### src/rtl/frogger_pkg.sv
// frogger_pkg -- shared definitions for the Frogger game controller.
//   Tile codes reported by the bitmap lookup at the frog tile, controller
//   state encoding, score ceiling, initial life count and the saturating
//   score increment used on lily-pad landings.
package frogger_pkg;

    typedef enum logic [1:0] {
        ST_IDLE      = 2'd0,
        ST_RUNNING   = 2'd1,
        ST_DEAD      = 2'd2,
        ST_GAME_OVER = 2'd3
    } state_e;

    localparam logic [3:0] TILE_WALL  = 4'd0;
    localparam logic [3:0] TILE_ROAD  = 4'd1;
    localparam logic [3:0] TILE_WATER = 4'd2;
    localparam logic [3:0] TILE_SAFE  = 4'd3;
    localparam logic [3:0] TILE_LILY  = 4'd4;

    localparam logic [6:0] SCORE_MAX  = 7'd99;
    localparam logic [1:0] LIVES_INIT = 2'd3;

    function automatic logic [6:0] score_inc(input logic [6:0] s);
        return (s >= SCORE_MAX) ? SCORE_MAX : s + 7'd1;
    endfunction

endpackage

### src/rtl/debounce_filter.sv
// debounce_filter -- single-bit debouncer.
//   The output follows the input only after the input has differed from the
//   output for c_LIMIT consecutive clocks; any shorter glitch is discarded.
// Ports:
//   i_Clk    system clock
//   i_Reset  asynchronous active-high reset (output and counter cleared)
//   i_Bit    synchronized button level
//   o_Bit    debounced button level
module debounce_filter #(
    parameter int unsigned c_LIMIT = 250000
) (
    input  logic i_Clk,
    input  logic i_Reset,
    input  logic i_Bit,
    output logic o_Bit
);

    localparam int unsigned CW = (c_LIMIT > 1) ? $clog2(c_LIMIT) : 1;
    localparam logic [CW-1:0] CNT_LAST = CW'(c_LIMIT - 1);

    logic [CW-1:0] cnt_q, cnt_d;
    logic          bit_q, bit_d;

    always_comb begin
        cnt_d = '0;
        bit_d = bit_q;
        if (i_Bit != bit_q) begin
            if (cnt_q == CNT_LAST) begin
                bit_d = i_Bit;
            end else begin
                cnt_d = cnt_q + 1'b1;
            end
        end
    end

    always_ff @(posedge i_Clk or posedge i_Reset) begin
        if (i_Reset) begin
            cnt_q <= '0;
            bit_q <= 1'b0;
        end else begin
            cnt_q <= cnt_d;
            bit_q <= bit_d;
        end
    end

    assign o_Bit = bit_q;

endmodule

### src/rtl/frogger_ctrl.sv
// frogger_ctrl -- frog movement, life and score controller.
//   Buttons pass a 2-flop synchronizer; with FROGGER_DEBOUNCE_EN defined each
//   also passes a debounce_filter of c_DEBOUNCE_LIMIT stable cycles. A rising
//   edge of the cleaned level moves the frog one tile (Up>Down>Left>Right).
//   Per-cycle event priority while running: collision > drowning > lily pad
//   > movement.
// Ports:
//   i_Clk, i_Reset                   clock, async active-high reset
//   i_Up/Down/Left/Right_Mvt         movement buttons, active-high
//   i_Game_Active                    game enable
//   i_Collided, i_On_Log             car hit / log present at frog tile
//   i_Bitmap_Data                    tile code at frog tile
//   i_Col_Count_Div, i_Row_Count_Div current scan tile
//   i_Score                          score fed back from o_Score
//   o_Frogger_X, o_Frogger_Y         frog tile position
//   o_Score, o_Lives                 registered score / remaining lives
//   o_Draw_Frogger                   registered scan-tile == frog-tile flag
// Configuration macro: FROGGER_DEBOUNCE_EN
module frogger_ctrl
    import frogger_pkg::*;
#(
    parameter int c_GAME_WIDTH     = 20,
    parameter int c_GAME_HEIGHT    = 15,
    parameter int c_START_X        = 10,
    parameter int c_START_Y        = 14,
    parameter int c_DEBOUNCE_LIMIT = 250000
) (
    input  logic       i_Clk,
    input  logic       i_Reset,
    input  logic       i_Up_Mvt,
    input  logic       i_Down_Mvt,
    input  logic       i_Left_Mvt,
    input  logic       i_Right_Mvt,
    input  logic       i_Game_Active,
    input  logic       i_Collided,
    input  logic       i_On_Log,
    input  logic [3:0] i_Bitmap_Data,
    input  logic [4:0] i_Col_Count_Div,
    input  logic [4:0] i_Row_Count_Div,
    input  logic [6:0] i_Score,
    output logic [5:0] o_Frogger_X,
    output logic [5:0] o_Frogger_Y,
    output logic [6:0] o_Score,
    output logic [1:0] o_Lives,
    output logic       o_Draw_Frogger
);

    localparam logic [5:0] START_X = 6'(c_START_X);
    localparam logic [5:0] START_Y = 6'(c_START_Y);
    localparam logic [5:0] MAX_X   = 6'(c_GAME_WIDTH - 1);
    localparam logic [5:0] MAX_Y   = 6'(c_GAME_HEIGHT - 1);

    // Button vectors: [3]=Up [2]=Down [1]=Left [0]=Right
    logic [3:0] btn_raw, btn_meta_q, btn_sync_q, btn_clean, btn_prev_q, btn_rise;

    assign btn_raw = {i_Up_Mvt, i_Down_Mvt, i_Left_Mvt, i_Right_Mvt};

    always_ff @(posedge i_Clk or posedge i_Reset) begin
        if (i_Reset) begin
            btn_meta_q <= '0;
            btn_sync_q <= '0;
            btn_prev_q <= '0;
        end else begin
            btn_meta_q <= btn_raw;
            btn_sync_q <= btn_meta_q;
            btn_prev_q <= btn_clean;
        end
    end

`ifdef FROGGER_DEBOUNCE_EN
    for (genvar g = 0; g < 4; g++) begin : g_debounce
        debounce_filter #(
            .c_LIMIT(c_DEBOUNCE_LIMIT)
        ) u_debounce (
            .i_Clk  (i_Clk),
            .i_Reset(i_Reset),
            .i_Bit  (btn_sync_q[g]),
            .o_Bit  (btn_clean[g])
        );
    end
`else
    assign btn_clean = btn_sync_q;
    // The limit only matters with debouncing built in; keep it referenced.
    if (c_DEBOUNCE_LIMIT < 1) begin : g_limit_unused
    end
`endif

    assign btn_rise = btn_clean & ~btn_prev_q;

    state_e     state_q, state_d;
    logic [5:0] x_q, x_d, y_q, y_d;
    logic [6:0] score_q, score_d;
    logic [1:0] lives_q, lives_d;
    logic       draw_q, draw_d;

    always_comb begin
        state_d = state_q;
        x_d     = x_q;
        y_d     = y_q;
        score_d = score_q;
        lives_d = lives_q;
        draw_d  = ({1'b0, i_Col_Count_Div} == x_q) && ({1'b0, i_Row_Count_Div} == y_q);

        case (state_q)
            ST_IDLE: begin
                x_d = START_X;
                y_d = START_Y;
                if (i_Game_Active) state_d = ST_RUNNING;
            end
            ST_RUNNING: begin
                if (!i_Game_Active) begin
                    state_d = ST_IDLE;
                    x_d     = START_X;
                    y_d     = START_Y;
                end else if (i_Collided) begin
                    state_d = ST_DEAD;
                end else if (i_Bitmap_Data == TILE_WATER && !i_On_Log) begin
                    state_d = ST_DEAD;
                end else if (i_Bitmap_Data == TILE_LILY) begin
                    score_d = score_inc(i_Score);
                    x_d     = START_X;
                    y_d     = START_Y;
                end else if (btn_rise[3]) begin
                    if (y_q != '0) y_d = y_q - 6'd1;
                end else if (btn_rise[2]) begin
                    if (y_q != MAX_Y) y_d = y_q + 6'd1;
                end else if (btn_rise[1]) begin
                    if (x_q != '0) x_d = x_q - 6'd1;
                end else if (btn_rise[0]) begin
                    if (x_q != MAX_X) x_d = x_q + 6'd1;
                end
            end
            ST_DEAD: begin
                lives_d = lives_q - 2'd1;
                x_d     = START_X;
                y_d     = START_Y;
                state_d = (lives_q == 2'd1) ? ST_GAME_OVER : ST_RUNNING;
            end
            ST_GAME_OVER: begin
                if (!i_Game_Active) begin
                    state_d = ST_IDLE;
                    lives_d = LIVES_INIT;
                    score_d = '0;
                end
            end
        endcase
    end

    always_ff @(posedge i_Clk or posedge i_Reset) begin
        if (i_Reset) begin
            state_q <= ST_IDLE;
            x_q     <= START_X;
            y_q     <= START_Y;
            score_q <= '0;
            lives_q <= LIVES_INIT;
            draw_q  <= 1'b0;
        end else begin
            state_q <= state_d;
            x_q     <= x_d;
            y_q     <= y_d;
            score_q <= score_d;
            lives_q <= lives_d;
            draw_q  <= draw_d;
        end
    end

    assign o_Frogger_X    = x_q;
    assign o_Frogger_Y    = y_q;
    assign o_Score        = score_q;
    assign o_Lives        = lives_q;
    assign o_Draw_Frogger = draw_q;

endmodule

### config.mk
export PLATFORM = sky130hd
export DESIGN_NAME = frogger_ctrl
export DESIGN_NICKNAME = d
export VERILOG_FILES = /design/src/rtl/frogger_pkg.sv /design/src/rtl/debounce_filter.sv /design/src/rtl/frogger_ctrl.sv
export SDC_FILE = /design/constraint.sdc
export NUM_CORES = 1
export LEC_CHECK = 0
export BUFFER_PORTS_ARGS = -buffer_cell sky130_fd_sc_hd__buf_2
export CAP_MARGIN = 20
export CORE_ASPECT_RATIO = 1.2
export CORE_MARGIN = 10
export CORE_UTILIZATION = 40
export CTS_BUF_LIST = sky130_fd_sc_hd__clkbuf_16
export CTS_CLUSTER_SIZE = 30
export DETAILED_ROUTE_END_ITERATION = 8
export PLACE_DENSITY = 0.61
export SLEW_MARGIN = 25
export SYNTH_ARGS = -nofsm -noshare
export SYNTH_HDL_FRONTEND = slang
export SYNTH_SLANG_ARGS = --single-unit
### constraint.sdc
create_clock -name i_Clk -period 2.6 [get_ports i_Clk]
set_input_delay 0.26 -clock i_Clk [delete_from_list [all_inputs] [get_ports i_Clk]]
set_output_delay 0.26 -clock i_Clk [all_outputs]
set_load 0.02 [all_outputs]
==> results of run 1 <==
## worst reg2reg max path: cells and delay by family (launching register included)
family	cells	cell delay (ns)
compound gates	1	0.20
simple gates	5	1.01
fa+ha+maj	1	0.41
flops	1	0.38
buf+inv	1	0.23
## power groups by stage
stage	Clock, mW	Combinational [mW]	Sequential [mW]
after floorplan	0	0.395	0.833
after global placement	0	0.602	0.806
after detailed placement	0	0.612	0.810
after CTS	0.694	0.615	0.800
after global routing	0.719	0.682	0.823
final	0.678	0.606	0.799
## cells in the mapped netlist, types with 2 or more instances
cell,n,area share (%)
dfrtp_1,29,34
o22a_1,2,0.83
dfstp_2,7,8.7
nor2_1,13,2.3
buf_2,4,0.95
nand3_1,10,2.4
xnor2_1,8,3.3
a21boi_0,3,1.1
nand2b_1,3,0.89
nand4_1,3,0.89
o211ai_1,4,1.4
xor2_1,10,4.1
nor3b_1,2,0.71
ha_1,6,3.6
a21oi_1,14,3.3
or2_2,2,0.59
and3_1,2,0.59
a31oi_1,9,2.7
nand2_1,21,3.7
nor4_1,6,1.8
inv_1,7,1.2
o31ai_1,4,1.4
a32o_1,2,0.95
o21ai_0,9,2.1
nor3_1,4,0.95
or3_1,4,1.2
mux2i_1,3,1.4
nand3b_1,3,1.1
clkbuf_1,7,1.2
## logic make-up (layout without fill, tap and decap cells)
logic type	Yosys count	count (layout)
AOI/OAI and AO/OA	57	57
and+or+nand+nor	83	83
muxes	3	3
buffers and inverters	21	70
xor gates and xnor gates	18	18
adders and majority gates	6	6
DFF	36	36
## registers in the layout, summed over array words and instances (netlist names)
signal          flops
o_Draw_Frogger      1
o_Score             7
btn_prev_q          4
o_Frogger_X         6
o_Lives             2
btn_clean           4
btn_meta_q          4
o_Frogger_Y         6
state_q             2
## through the flow
| step | instances | utilization [%] |
|---|---|---|
| 6_report | 333 | 51.4 |
| 4_1_cts | 333 | 51.4 |
| 3_3_place_gp | 325 | 48.0 |
| 2_1_floorplan | 224 | - |
| 3_5_place_dp | 325 | 48.0 |
| 5_1_grt | 333 | 51.4 |
## routing by layer
| metal | up-vias | global-route usage [%] | routed length (um) |
|---|---|---|---|
| li1 | 918 | - | - |
| met1 | 886 | 14.7 | 2310 |
| met2 | 53 | 18.9 | 2340 |
| met3 | 6 | 5.06 | 455 |
| met4 | 0 | 3.37 | 57 |
| met5 | - | 0 | 0 |
## cells in the final DEF, fill, tap and decap left out, types with 5 or more instances in the layout
cell type,n
buf_2,51
dfrtp_1,29
nand2_1,21
a21oi_1,14
nor2_1,13
nand3_1,10
xor2_1,10
o21ai_0,9
a31oi_1,9
xnor2_1,8
inv_1,7
dfstp_2,7
nor4_1,6
ha_1,6
clkbuf_16,5
## cell type report
type / instances / area (um^2)
clock buffer: 5 / 125
clock inverter: 3 / 42.5
fill: 487 / 2440
inverter: 8 / 30.0
multi-input combinational: 167 / 1110
sequential: 36 / 910
tap: 60 / 75.1
timing repair buffer: 54 / 278
## worst min path at each step
stage / from / endpoint / slack (ns) / depth (start not counted)
floorplan: i_Right_Mvt / btn_meta_q[0]$_DFF_PP0_ / 0.29 / 0
global placement: btn_meta_q[0]$_DFF_PP0_ / btn_clean[0]$_DFF_PP0_ / 0.33 / 0
detailed placement: btn_meta_q[1]$_DFF_PP0_ / btn_clean[1]$_DFF_PP0_ / 0.33 / 0
CTS: i_Left_Mvt / btn_meta_q[1]$_DFF_PP0_ / 0.08 / 1
global route: i_Right_Mvt / btn_meta_q[0]$_DFF_PP0_ / 0.08 / 1
finish: i_Reset / o_Frogger_X[2]$_DFFE_PP0P_ / 0.08 / 3
==> results.ini, run 1 <==
[logic_synthesis]
synthAdderAreaFrac_pct=3.56
synth_compound_area_share_pct=18.8
synth-simple-area-share_pct=21.5
synth_top_family_by_area=simple AND/OR/NAND/NOR gates
synth_edf_count=0
ys_warn_count=0
ys_async_sr_fraction_pct=100
synth_nets=260
syn_area_per_cell_um2=9.42
synth_flop_cell=dfrtp_1
synth-xor-area-share_pct=7.47
syn_area_um2=2110
synth_seq_cells=36
synthMuxAreaShare_pct=1.42
synth_cells=224
ys_seq_area_share_pct=43.1
yosysUniqueCellTypes=52

[timing]
skew_ns=0.00360
final.period_utilization_pct=90.1
slew_headroom_pct=57.5
timing.setup.tns_ns=0
tightestPinTransition_ns=0.634
max_freq_mhz=427
hold-worst-slack_ns=0.0813
slew_violations=0
setup_ws_ns=0.257
finalCriticalPeriod_ns=2.34
finalHoldViolations=0
rsz0062_at_grt=no
finalSetupViolations=0

[setup_path]
crit_chain=nand2b_2 -> clkinv_1 -> ha_1 -> nand2_1 -> or4b_2 -> nand4_1 -> nand3_1 -> a32o_1
r2r_start=btn_clean[1]$_DFF_PP0_
crit_path_top_delay_cell=or4b_2
crit_type=reg2reg
critPathBufInv=1
r2r_slack_ns=0.26
reg2reg_to=o_Frogger_X[5]$_DFFE_PP0P_
worstSetupStartpointType=flop
worstSetupStartpoint=btn_clean[1]$_DFF_PP0_
required_ns=2.77
cp.depth=8
end_kind=flop
cp_max_fo=8
endpoint=o_Frogger_X[5]$_DFFE_PP0P_
max_stage_delay_ns=0.63
r2r_cells=8
cp.arrival_ns=2.51
critical-path-top-delay-family=simple AND/OR/NAND/NOR gates

[cts]
cts_resized=0
tritoncts=built
clock_latency_ns=0.28
cts.sinks=36
htreeDepth=2
ctsLongestPathBuffers=2
postCtsSetupRepairBufs=0
cts_buffers=5
clk_pin_slew_ns=0.06
cts-root-buf=clkbuf_16
holdBufCountCts=0

[floorplanning]
ios=52
start_util_pct=42.1
core-area_um2=5010
dieArea_um2=8590
die_w_um=86.3
die_y_um=99.6
core.rowCount=28

[global_routing]
grt_max_degree=37
antenna_found_initial=0
grt_pass1_vias=1852
grt_pass1_wl_mm=8.70
overflow=0
grt_use_total_pct=12.0

[cells_and_area]
fin_area_um2=2570
diodes=0
syn_to_final_growth_pct=21.9
layout-drive-gt1-share_pct=28.9
fin_nets=308

[flow_run]
max-cap-violations=0

[detailed_routing]
routedWlPerCell_um=15.5
drt-initial-drc-count=107
drt-total-wl_mm=5.17
vias_per_cell=5.59
drc=0
detail-route-antenna-nets=0
vias=1863
drt_first_pass_iters=4

[outcome]
outcome=finished, final reports clean

[pwr]
p_sw_mw=0.715
p_leak_nw=1.14
clkPwrFrac_pct=32.6
p_int_mw=1.37
combPwrFrac_pct=29.1
powerDensity_nw_per_um2=809
peakVddDrop_v=0.000360
finalPower_mw=2.08
p_seq_share_pct=38.4
swShare_pct=34.3

[placement]
gp_congestion=0.853
post-place-ws_ns=0.268
dpl-instance-area_um2=2410
portBuffers=51
place_hpwl_mm=3.85

[hold_path]
hold_path.class=in2async

Note: power is estimated with default switching activity, not from simulation.
==> run 2, diff against run 1 <==
CELL_PAD_IN_SITES_DETAIL_PLACEMENT = 0   (was default)
CELL_PAD_IN_SITES_GLOBAL_PLACEMENT = 1   (was default)
CORE_ASPECT_RATIO = default   (was 1.2)
PLACE_DENSITY = 0.77   (was 0.61)
==> results.ini, run 2 (synthesized netlist as in run 1, its figures left out) <==
[outcome]
outcome=finished, final reports clean

[setup_path]
crit_path_top_delay_cell=or4b_2
r2r_cells=8  ; unchanged
cp_max_fo=6  ; -2
r2r_slack_ns=0.46  ; +0.20 ns
required_ns=2.76  ; about the same
cp.arrival_ns=2.30  ; -0.21 ns
max_stage_delay_ns=0.62  ; about the same
r2r_start=btn_clean[1]$_DFF_PP0_
crit_type=reg2reg
worstSetupStartpointType=flop
crit_chain=nand2b_2 -> clkinv_1 -> ha_1 -> nand2_1 -> or4b_2 -> nand4_1 -> nand3_1 -> a32o_1
reg2reg_to=o_Frogger_X[5]$_DFFE_PP0P_
end_kind=flop

[floorplanning]
core.rowCount=26  ; -7.1%
start_util_pct=41.3  ; -0.81 points
die_w_um=92.6  ; +7.3%
core-area_um2=5110  ; +1.9%
die_y_um=92.6  ; -7.0%
ios=52  ; unchanged
dieArea_um2=8580  ; -0.15%

[timing]
timing.setup.tns_ns=0  ; unchanged
slew_violations=0  ; unchanged
skew_ns=0.00307  ; -0.000527 ns
hold-worst-slack_ns=0.0778  ; -0.00352 ns
final.period_utilization_pct=82.4  ; -7.7 points
max_freq_mhz=467  ; +9.4%
finalSetupViolations=0  ; unchanged
rsz0062_at_grt=no
tightestPinTransition_ns=0.629  ; -0.00570 ns
finalCriticalPeriod_ns=2.14  ; -0.201 ns
finalHoldViolations=0  ; unchanged
slew_headroom_pct=57.9  ; +0.38 points

[cts]
cts.sinks=36  ; unchanged
cts-root-buf=clkbuf_16
holdBufCountCts=0  ; unchanged
clock_latency_ns=0.28  ; about the same
postCtsSetupRepairBufs=0  ; unchanged
cts_buffers=5  ; unchanged
ctsLongestPathBuffers=2  ; unchanged
tritoncts=built
cts_resized=0  ; unchanged
clk_pin_slew_ns=0.06  ; about the same
htreeDepth=2  ; unchanged

[detailed_routing]
detail-route-antenna-nets=0  ; unchanged
drt-total-wl_mm=5.05  ; -2.3%
drt-initial-drc-count=153  ; +43%
drt_first_pass_iters=4  ; unchanged
vias=1813  ; -2.7%
drc=0  ; unchanged
routedWlPerCell_um=14.6  ; -5.7%
vias_per_cell=5.26  ; -6.1%

[placement]
gp_congestion=0.772  ; -9.5%
portBuffers=51  ; unchanged
place_hpwl_mm=3.78  ; -1.8%

[global_routing]
antenna_found_initial=0  ; unchanged
grt_util_met2_pct=18.8  ; -0.15 points
grt_max_degree=37  ; unchanged
grt_use_total_pct=12.3  ; +0.31 points
grt.busiest_layer=met2
grt_util_met1_pct=15.3  ; +0.65 points
grt_pass1_vias=1823  ; -1.6%
overflow=0  ; unchanged
grt_pass1_wl_mm=8.80  ; +1.2%
met3_usage_pct=5.25  ; +0.18 points

[cells_and_area]
largest_reg_flops=7  ; unchanged
final_common_cell=buf_2
layout-drive-gt1-share_pct=29.1  ; +0.15 points
fin_nets=310  ; +0.65%
diodes=0  ; unchanged
syn_to_final_growth_pct=22.1
num-fill-cells=505  ; +3.7%
final_cell_mix=51 x buf_2, 29 x dfrtp_1, 21 x nand2_1, 14 x a21oi_1, 13 x nor2_1

[flow_run]
max-cap-violations=0  ; unchanged

[hold_path]
hold_path.class=in2async

[pwr]
powerDensity_nw_per_um2=770  ; -4.8%
peakVddDrop_v=0.000391  ; +8.6%
p_leak_nw=1.14  ; -0.52%

run 2: changes by cell type in the layout (fill, tap and decap cells not counted):
| cell | delta |
|---|---|
| bufinv_16 | -1 |
| clkinvlp_4 | +1 |
| clkinv_1 | +1 |
| buf_4 | +2 |
| clkinv_2 | -1 |
run 2: worst max-delay path by stage:
stage	start	endpoint	depth (start not counted)	slack [ns]
6_report	btn_clean[1]$_DFF_PP0_	o_Frogger_X[5]$_DFFE_PP0P_	8	0.46
4_1_cts	btn_clean[1]$_DFF_PP0_	o_Frogger_X[5]$_DFFE_PP0P_	8	0.46
3_3_place_gp	btn_clean[1]$_DFF_PP0_	o_Frogger_X[5]$_DFFE_PP0P_	8	0.50
3_5_place_dp	btn_clean[1]$_DFF_PP0_	o_Frogger_X[5]$_DFFE_PP0P_	8	0.47
5_1_grt	btn_clean[1]$_DFF_PP0_	o_Frogger_X[5]$_DFFE_PP0P_	8	0.30
2_1_floorplan	btn_clean[1]$_DFF_PP0_	o_Frogger_X[5]$_DFFE_PP0P_	8	0.42
run 2: worst max-delay path: cells and delay by family (launching register included):
family                     cells  cell delay [ns]
and+or+nand+nor                5             1.01
DFF                            1             0.38
adders and majority gates      1             0.33
AOI/OAI and AO/OA              1             0.21
buffers and inverters          1             0.10
run 2: power by group:
group	internal [mW]	switching, mW
logic	0.250	0.367
clock network	0.351	0.227
registers	0.674	0.117
run 2: final cells by class:
class	count	area, um^2	share of cell area, %
clock buffer	5	125	4.85
clock inverter	3	18.8	0.728
tap	70	87.6	3.40
sequential	36	910	35.3
multi-input combinational	167	1110	43.2
inverter	8	30.0	1.17
timing repair buffer	56	293	11.4
run 2: through the flow:
stage          instances  instance area (um^2)  utilization, %  setup WS [ns]  total power, mW
4_1_cts              345                  2580            50.5          0.462             2.01
6_report             345                  2580            50.5          0.459             1.99
2_1_floorplan        224                  2110               -          0.419             1.23
3_3_place_gp         337                  2430            47.6          0.502             1.42
5_1_grt              345                  2580            50.5          0.303             2.14
3_5_place_dp         337                  2430            47.6          0.475             1.42
run 2: per-layer routing:
metal  up-vias  share of wire (%)
li1        919                  -
met1       840                 46
met2        48                 43
met3         6                9.3
met4         0                1.3
met5         -                  0
